==> src/rtl/loader_pkg.sv <==
// Shared types and constants for the instruction-memory frame loader.
package loader_pkg;
  typedef enum logic [2:0] {IDLE, LEN0, LEN1, DATA, WR, CSUM, DONE, ERR} loader_state_t;
  localparam logic [7:0] HDR_DEFAULT = 8'hA5;
  localparam int FRAME_LEN_W = 16;
endpackage

==> src/rtl/imem_loader_word_assembler.sv <==
// Packs four stream bytes into a little-endian word; word_next already includes the byte being loaded.
// Holds only one word, so the owner must take word_next on the cycle word_full is high.
module word_assembler (
  input  logic        clk,
  input  logic        reset,
  input  logic        clear,
  input  logic        load,
  input  logic [7:0]  byte_in,
  output logic [31:0] word_next,
  output logic        word_full
);
  logic [31:0] word_q;
  logic [1:0]  lane;

  always_comb begin
    word_next = word_q;
    word_next[{lane, 3'b000} +: 8] = byte_in;
  end

  assign word_full = load && (lane == 2'd3);

  always_ff @(posedge clk or negedge reset) begin
    if (!reset) begin
      word_q <= '0;
      lane   <= '0;
    end else if (clear) begin
      word_q <= '0;
      lane   <= '0;
    end else if (load) begin
      word_q <= word_next;
      lane   <= lane + 2'd1;
    end
  end
endmodule

==> src/rtl/imem_loader.sv <==
// Writes a checksummed byte frame into instruction memory and keeps the core in reset until one loads cleanly.
// iwe one cycle after a word's 4th byte, done/err one cycle after CSUM; in_ready drops only for the WR cycle.
module imem_loader
  import loader_pkg::*;
#(
  parameter int         DEPTH  = 64,
  parameter int         ADDR_W = 6,
  parameter logic [7:0] HDR    = HDR_DEFAULT
) (
  input  logic              clk,
  input  logic              reset,
  input  logic              in_valid,
  input  logic [7:0]        in_data,
  output logic              in_ready,
  output logic              iwe,
  output logic [ADDR_W-1:0] iaddr,
  output logic [31:0]       iwdata,
  output logic              cpu_reset,
  output logic              done,
  output logic              err
);
  localparam logic [FRAME_LEN_W-1:0] MAX_LEN = FRAME_LEN_W'(DEPTH);

  loader_state_t          state;
  logic [FRAME_LEN_W-1:0] len;
  logic [FRAME_LEN_W-1:0] word_cnt;
  logic [FRAME_LEN_W-1:0] word_cnt_nxt;
  logic [FRAME_LEN_W-1:0] len_full;
  logic [7:0]             sum;
  logic                   accept;
  logic                   start;
  logic                   load;
  logic                   word_full;
  logic [31:0]            word_next;

  assign accept       = in_valid & in_ready;
  // A header only opens a frame between frames; inside one it is plain data.
  assign start        = accept && (in_data == HDR) &&
                        (state == IDLE || state == DONE || state == ERR);
  assign load         = accept && (state == DATA);
  assign len_full     = {in_data, len[7:0]};
  assign word_cnt_nxt = word_cnt + FRAME_LEN_W'(1);

  word_assembler u_asm (
    .clk       (clk),
    .reset     (reset),
    .clear     (start),
    .load      (load),
    .byte_in   (in_data),
    .word_next (word_next),
    .word_full (word_full)
  );

  always_ff @(posedge clk or negedge reset) begin
    if (!reset) begin
      state     <= IDLE;
      in_ready  <= 1'b0;
      iwe       <= 1'b0;
      iaddr     <= '0;
      iwdata    <= '0;
      cpu_reset <= 1'b1;
      done      <= 1'b0;
      err       <= 1'b0;
      len       <= '0;
      word_cnt  <= '0;
      sum       <= '0;
    end else begin
      iwe      <= 1'b0;
      in_ready <= 1'b1;
      if (start) begin
        state     <= LEN0;
        sum       <= '0;
        word_cnt  <= '0;
        done      <= 1'b0;
        err       <= 1'b0;
        cpu_reset <= 1'b1;
      end
      case (state)
        LEN0: if (accept) begin
          len[7:0] <= in_data;
          state    <= LEN1;
        end
        LEN1: if (accept) begin
          len[15:8] <= in_data;
          if (len_full > MAX_LEN) begin
            state <= ERR;
            err   <= 1'b1;
          end else if (len_full == '0) begin
            state <= CSUM;
          end else begin
            state <= DATA;
          end
        end
        DATA: if (accept) begin
          sum <= sum + in_data;
          if (word_full) begin
            state    <= WR;
            iwe      <= 1'b1;
            in_ready <= 1'b0;
            iaddr    <= word_cnt[ADDR_W-1:0];
            iwdata   <= word_next;
          end
        end
        WR: begin
          word_cnt <= word_cnt_nxt;
          state    <= (word_cnt_nxt == len) ? CSUM : DATA;
        end
        CSUM: if (accept) begin
          if (in_data == sum) begin
            state     <= DONE;
            done      <= 1'b1;
            cpu_reset <= 1'b0;
          end else begin
            state <= ERR;
            err   <= 1'b1;
          end
        end
        default: ;
      endcase
    end
  end
endmodule

==> config.mk <==
export PLATFORM = sky130hd
export DESIGN_NAME = imem_loader
export DESIGN_NICKNAME = d
export VERILOG_FILES = /design/src/rtl/loader_pkg.sv /design/src/rtl/imem_loader_word_assembler.sv /design/src/rtl/imem_loader.sv
export SDC_FILE = /design/constraint.sdc
export NUM_CORES = 1
export LEC_CHECK = 0
export ABC_AREA = 1
export CORE_UTILIZATION = 55
export DETAILED_ROUTE_END_ITERATION = 6
export HOLD_SLACK_MARGIN = 0.05
export PLACE_DENSITY = 0.77
export SKIP_CTS_REPAIR_TIMING = 1
export SYNTH_ARGS = -nofsm -noshare
export SYNTH_HDL_FRONTEND = slang
export SYNTH_SLANG_ARGS = --single-unit
==> constraint.sdc <==
create_clock -name clk -period 5.9 [get_ports clk]
set_clock_uncertainty 0.15 [all_clocks]
set_input_delay 1.18 -clock clk [delete_from_list [all_inputs] [get_ports clk]]
set_output_delay 1.18 -clock clk [all_outputs]
set_load 0.05 [all_outputs]
# Yosys cells after proc, flatten, opt, wreduce, memory -nomap -nowiden

Cells that the tools add are included.

Flip-flop bits (word level): 120
Input port bits: 11
Output and inout bits: 43
Word-level logic and storage cells: 87

$add $sub $neg: 4
$lt $le $gt $ge: 1
Equal/unequal tests: 11
Shifts and indexed selects: 2
Muxes and demuxes: 41
Bitwise gates (word level): 1
Reduce and logical (&&, ||, !) cells: 13

Operators with widths:

| kind                                                           | count |
|---|---|
| two-way mux 32 bit                                             | 2 |
| bitwise mux 32 bit                                             | 1 |
| two-way mux 16 bit                                             | 2 |
| variable shift 8 x 7 -> 32 bit, first input constant           | 1 |
| variable part select 8 x 7 -> 32 bit                           | 1 |
| two-way mux 3 bit                                              | 9 |
| two-way mux 8 bit                                              | 3 |
| two-way mux 1 bit                                              | 20 |
| adder 16 x 1 -> 16 bit, second input constant                  | 1 |
| == test 16 bit                                                 | 1 |
| greater-than comparator 16 x 7 -> 1 bit, second input constant | 1 |
| zero test 16 bit                                               | 1 |
| case mux 3 bit (5 select lines)                                | 1 |
| == test 3 bit, second input constant                           | 4 |
| adder 8 bit                                                    | 1 |
| == test 8 bit                                                  | 1 |
| == test 8 bit, second input constant                           | 1 |
| negation 5 -> 7 bit                                            | 1 |
| == test 3 x 2 -> 1 bit, second input constant                  | 2 |
| logical AND 1 bit                                              | 4 |
| two-way mux 2 bit                                              | 2 |
| AND reduction 2 bit                                            | 2 |
| nonzero test 2 bit                                             | 2 |
| == test 3 x 1 -> 1 bit, second input constant                  | 1 |
| 7 further kinds                                                | 8 |

# Depth between registers and ports, before layout

Depth after elaboration: 8
Gate-level depth with buffers: 14

# Hierarchy

A second synthesis with hierarchy kept.

Cells, all modules: 879
Area total of the unflattened synthesis: 6,388.6 µm²

By module, submodules not included:

| module         | times used | cells an instance | area each (µm²) | sequential area each (µm²) |
|---|---|---|---|---|
| imem_loader    | 1          | 590               | 4,445.5         | 2,153.3 |
| word_assembler | 1          | 289               | 1,943.1         | 850.8 |

# Worst setup path after synthesis

No wires, ideal clock.

Path type: input-to-reg
Start point: input in_data[0]
End point: register sum[6]
Setup time: 0.123 ns
Arrival time: 2.390 ns
Required time: 5.627 ns
Path slack: 3.237 ns
Stages: 11
Buffers on the path: 0
Cells stage by stage: ha_1 > inv_1 > fa_1 > nor2_1 > o21ai_0 > nand2_1 > a21oi_1 > o21bai_1 > a21oi_1 > o21ai_0 > nand2_1

Longest elaborated chain between the ends: 6
Elaborated cells between the ends (all ways): 7

RTL lines:

| element                                             | line              | source |
|---|---|---|
| start, declared                                     | imem_loader.sv:13 | `input logic [7:0] in_data,` |
| branches (longest 5 deep; another with adder 8 bit) | n/a               |  |
| two-way mux 8 bit (*)                               | imem_loader.sv:78 | `case (state)` |
| end signal, assigned                                | imem_loader.sv:95 | `sum <= sum + in_data;` |
| end, declared                                       | imem_loader.sv:29 | `logic [7:0] sum;` |

Every way passes the cells marked *.
A chain may end at the register's enable or synchronous reset.

# Worst setup path in the final report

Start point: input in_valid
End point: register state[1]

Longest elaborated chain between the ends: 7
Elaborated cells between the ends (all ways): 12

RTL lines:

| element                             | line               | source |
|---|---|---|
| start, declared                     | imem_loader.sv:12  | `input logic in_valid,` |
| AND 1 bit (*)                       | imem_loader.sv:36  | `assign accept = in_valid & in_ready;` |
| logical AND 1 bit (2 in series)     | imem_loader.sv:38  | `assign start = accept && (in_data == HDR) &&` |
| two-way mux 3 bit                   | imem_loader.sv:70  | `if (start) begin` |
| two-way mux 3 bit                   | imem_loader.sv:96  | `if (word_full) begin` |
| two-way mux 3 bit                   | imem_loader.sv:94  | `DATA: if (accept) begin` |
| case mux 3 bit (5 select lines) (*) | imem_loader.sv:78  |  |
| end signal, assigned                | imem_loader.sv:106 | `state <= (word_cnt_nxt == len) ? CSUM : DATA;` |
| end, declared                       | imem_loader.sv:24  | `loader_state_t state;` |

Every way passes the cells marked *; elsewhere a longest branch is shown, timed or not.

==> run_results.csv <==
group,metric,value,unit
status,run_status,"completed",
power_and_ir_drop,power_leakage,3.325,nW
setup_path,cp-end-kind,"flip-flop",
floorplan,floorplan.die.height,105.9,um
hold_path,hold_path.class,"reg2reg",
yosys,synth_area,0.005941,mm2
drt,via_per_inst,5.686,
yosys,post_synthesis_sequential_area_ratio,0.4804,
clocking,cts_max_level,4,
final_layout,ratio_of_cells_with_drive_above_1_in_the_final_layout,0.05781,
setup_path,rr_worst_depth,10,
power_and_ir_drop,vdd.ir_drop.worst,0.2131,mV
floorplan,io_pins,54,
hold_path,holdCritStartpoint,"iwdata[5]$_DFFE_PN0P_",
global_routing,globalRouteMet2Util,0.4762,
setup_path,worst-path-max-fanout,69,
floorplan,die_outline_area,0.01122,mm2
sta,post-route-worst-setup-slack,2022,ps
yosys,synth_top_area_frac,0.4760,
clocking,cts-buffers-inserted,17,
sta,hold_ws,326.6,ps
sta,timing.final.hold_violations,0,
clocking,clkLatencyLatePin,520,ps
global_routing,globalRoute.totalOverflow,0,
placed_design,dpl-instance-area,0.006528,mm2
clocking,cts_tree,"built",
drt,drt_iter0_markers,367,
placed_design,globalplace.congestion,0.8945,
clocking,cts.root.buffer_cell,"clkbuf_8",
drt,detail_route.drc_violations,0,
setup_path,worstPathArrival,4130,ps
sta,max_freq,257.9,MHz
yosys,syn_area_per_cell,7.889,um2
yosys,synth.ff_latch_count,114,
final_layout,syn_to_final_growth,19.38,%
hold_path,hold_crit_depth,2,
clocking,clock_sink_count,114,
setup_path,start_kind,"primary input",
floorplan,placement_rows,37,
final_layout,finished_cell_area,0.007092,mm2
sta,max_slew_margin,0.3595,
yosys,async_reset_ff_frac,1.000,
global_routing,grt_util_met1,0.3483,
sta,drv_slew,0,
setup_path,worst_setup_path_startpoint,"in_valid",
power_and_ir_drop,design_power_total,3.716,mW
clocking,clk_pin_slew_worst_paths,50,ps
yosys,netlist_instances,753,
global_routing,globalRouteTotalUtil,0.2822,
global_routing,vias_in_the_first_global_route,5090,
global_routing,grt.busiest_layer,"met2",
yosys,yosys_warnings,0,
drt,postRouteWirelength,14790,um
sta,grt_setup_unrepaired,"no",
drt,route.antenna.remaining_nets,0,
floorplan,die-width,105.9,um
clocking,clock_tree.buffer_depth,2,
global_routing,grt_pass1_wl,24470,um
sta,timing.final.crit_share,0.6573,
yosys,post-synth-top-area-cell,"dfrtp_1",
setup_path,crit_required,6150,ps
yosys,synth_top_flop_cell,"dfrtp_1",
job,maxCapViolCount,0,
yosys,cell_types_occupying_the_most_area_after_synthesis,"dfrtp_1, nand2_1, o21ai_0",
global_routing,grt_start_max_net_pins,75,
placed_design,place_hpwl,10130,um
drt,vias_after_detailed_routing,5396,
placed_design,place_worst_setup_slack,1524,ps
drt,drt-pass1-iter-count,5,
sta,final_period_minus_worst_setup_slack,3878,ps
floorplan,start_util,0.5703,
final_layout,num_antenna_cells,0,
global_routing,grt_use_met3,0.05886,
yosys,count_of_flip_flops_with_a_built_in_enable_after_synthesis,0,
placed_design,count_of_port_buffers_added_during_placement,53,
yosys,synthTopCellsByCount,"nand2_1, dfrtp_1, inv_1",
final_layout,nets,826,
setup_path,crit-reg2reg-launch,"state[2]$_DFF_PN0_",
yosys,synth_cell_types,37,
sta,worst_margin_slew,960.8,ps
yosys,yosysMostFrequentCell,"nand2_1",
global_routing,initial_antenna_violation_count,0,
sta,final.setup.tns,0,ps
floorplan,core-area,0.01042,mm2
sta,report.final.setup_viol,0,
yosys,syn_nets,778,
power_and_ir_drop,power.density,524.0,mW/mm2
drt,route.detailed.wl_per_inst,15.59,um
setup_path,timing.setup.critical_path_class,"in2reg",
==> worst paths after layout <==
kind                                          to  slack (ps)
hold reg to reg            iwdata[5]$_DFFE_PN0P_         330
max in group asynchronous    len[10]$_DFFE_PN0P_        3840
min in group asynchronous   iaddr[1]$_DFFE_PN0P_         650
setup / recovery              state[1]$_DFF_PN0_        2020
hold / removal             iwdata[5]$_DFFE_PN0P_         330
setup reg to reg              state[1]$_DFF_PN0_        2710
==> area by class of cell <==
type / instances / area, um2
Fill cell: 853 / 3324
Sequential cell: 114 / 2854
Multi-Input combinational cell: 512 / 2581
Timing Repair Buffer: 55 / 543.0
Clock buffer: 20 / 425.4
Inverter: 101 / 379.1
Tap cell: 136 / 170.2
Clock inverter: 11 / 138.9
==> kinds of logic after synthesis <==
group	after synthesis	synth area share
flip-flops	114	0.4804
multiplexers	1	0.001895
adder cells (fa/ha/maj)	14	0.03075
buffers and inverters	127	0.08509
AO/OA/AOI/OAI	143	0.1367
AND/OR/NAND/NOR	349	0.2553
XOR/XNOR	5	0.009900
==> critical path: stages <==
cell,delay (ps)
clkdlybuf4s50_1,470
nand2_2,80
inv_1,160
nand2_1,540
nor2_2,600
inv_2,490
nand2_1,210
o21ai_0,110
nor3_1,180
nand3_1,100
==> state kept, by name, summed over array words and instances, names as in the netlist <==
signal / count
cpu_reset: 1
done: 1
err: 1
iaddr: 6
in_ready: 1
iwdata: 32
iwe: 1
len: 16
state: 3
sum: 8
u_asm.lane: 2
u_asm.word_q: 26
word_cnt: 16
==> power breakdown <==
group | switching [mW] | internal (mW)
logic | 0.984 | 0.493
clock network | 0.348 | 0.636
registers | 0.213 | 1.04
==> metal layers <==
layer	vias up	wire [um]
li1	2595	-
met1	2598	6270
met2	168	7404
met3	35	739
met4	0	379
met5	-	0
==> cells in the final DEF (no fill, tap or decap), types with 16 or more instances in the layout <==
cell and instances:
nand3_1 45, nand4_1 24, o21ai_0 87, dfrtp_1 113, clkdlybuf4s50_1 52, nand2_1 206, clkbuf_16 16, inv_1 96
o22ai_1 21, nor2_1 43
==> metrics by stage <==
step | utilization | cells
detailed placement | 0.6267 | 918
finish | 0.6808 | 949
CTS | 0.6808 | 949
global placement | 0.6267 | 918
global route | 0.6808 | 949
floorplan | - | 753
(Power assumes the default switching activity.)
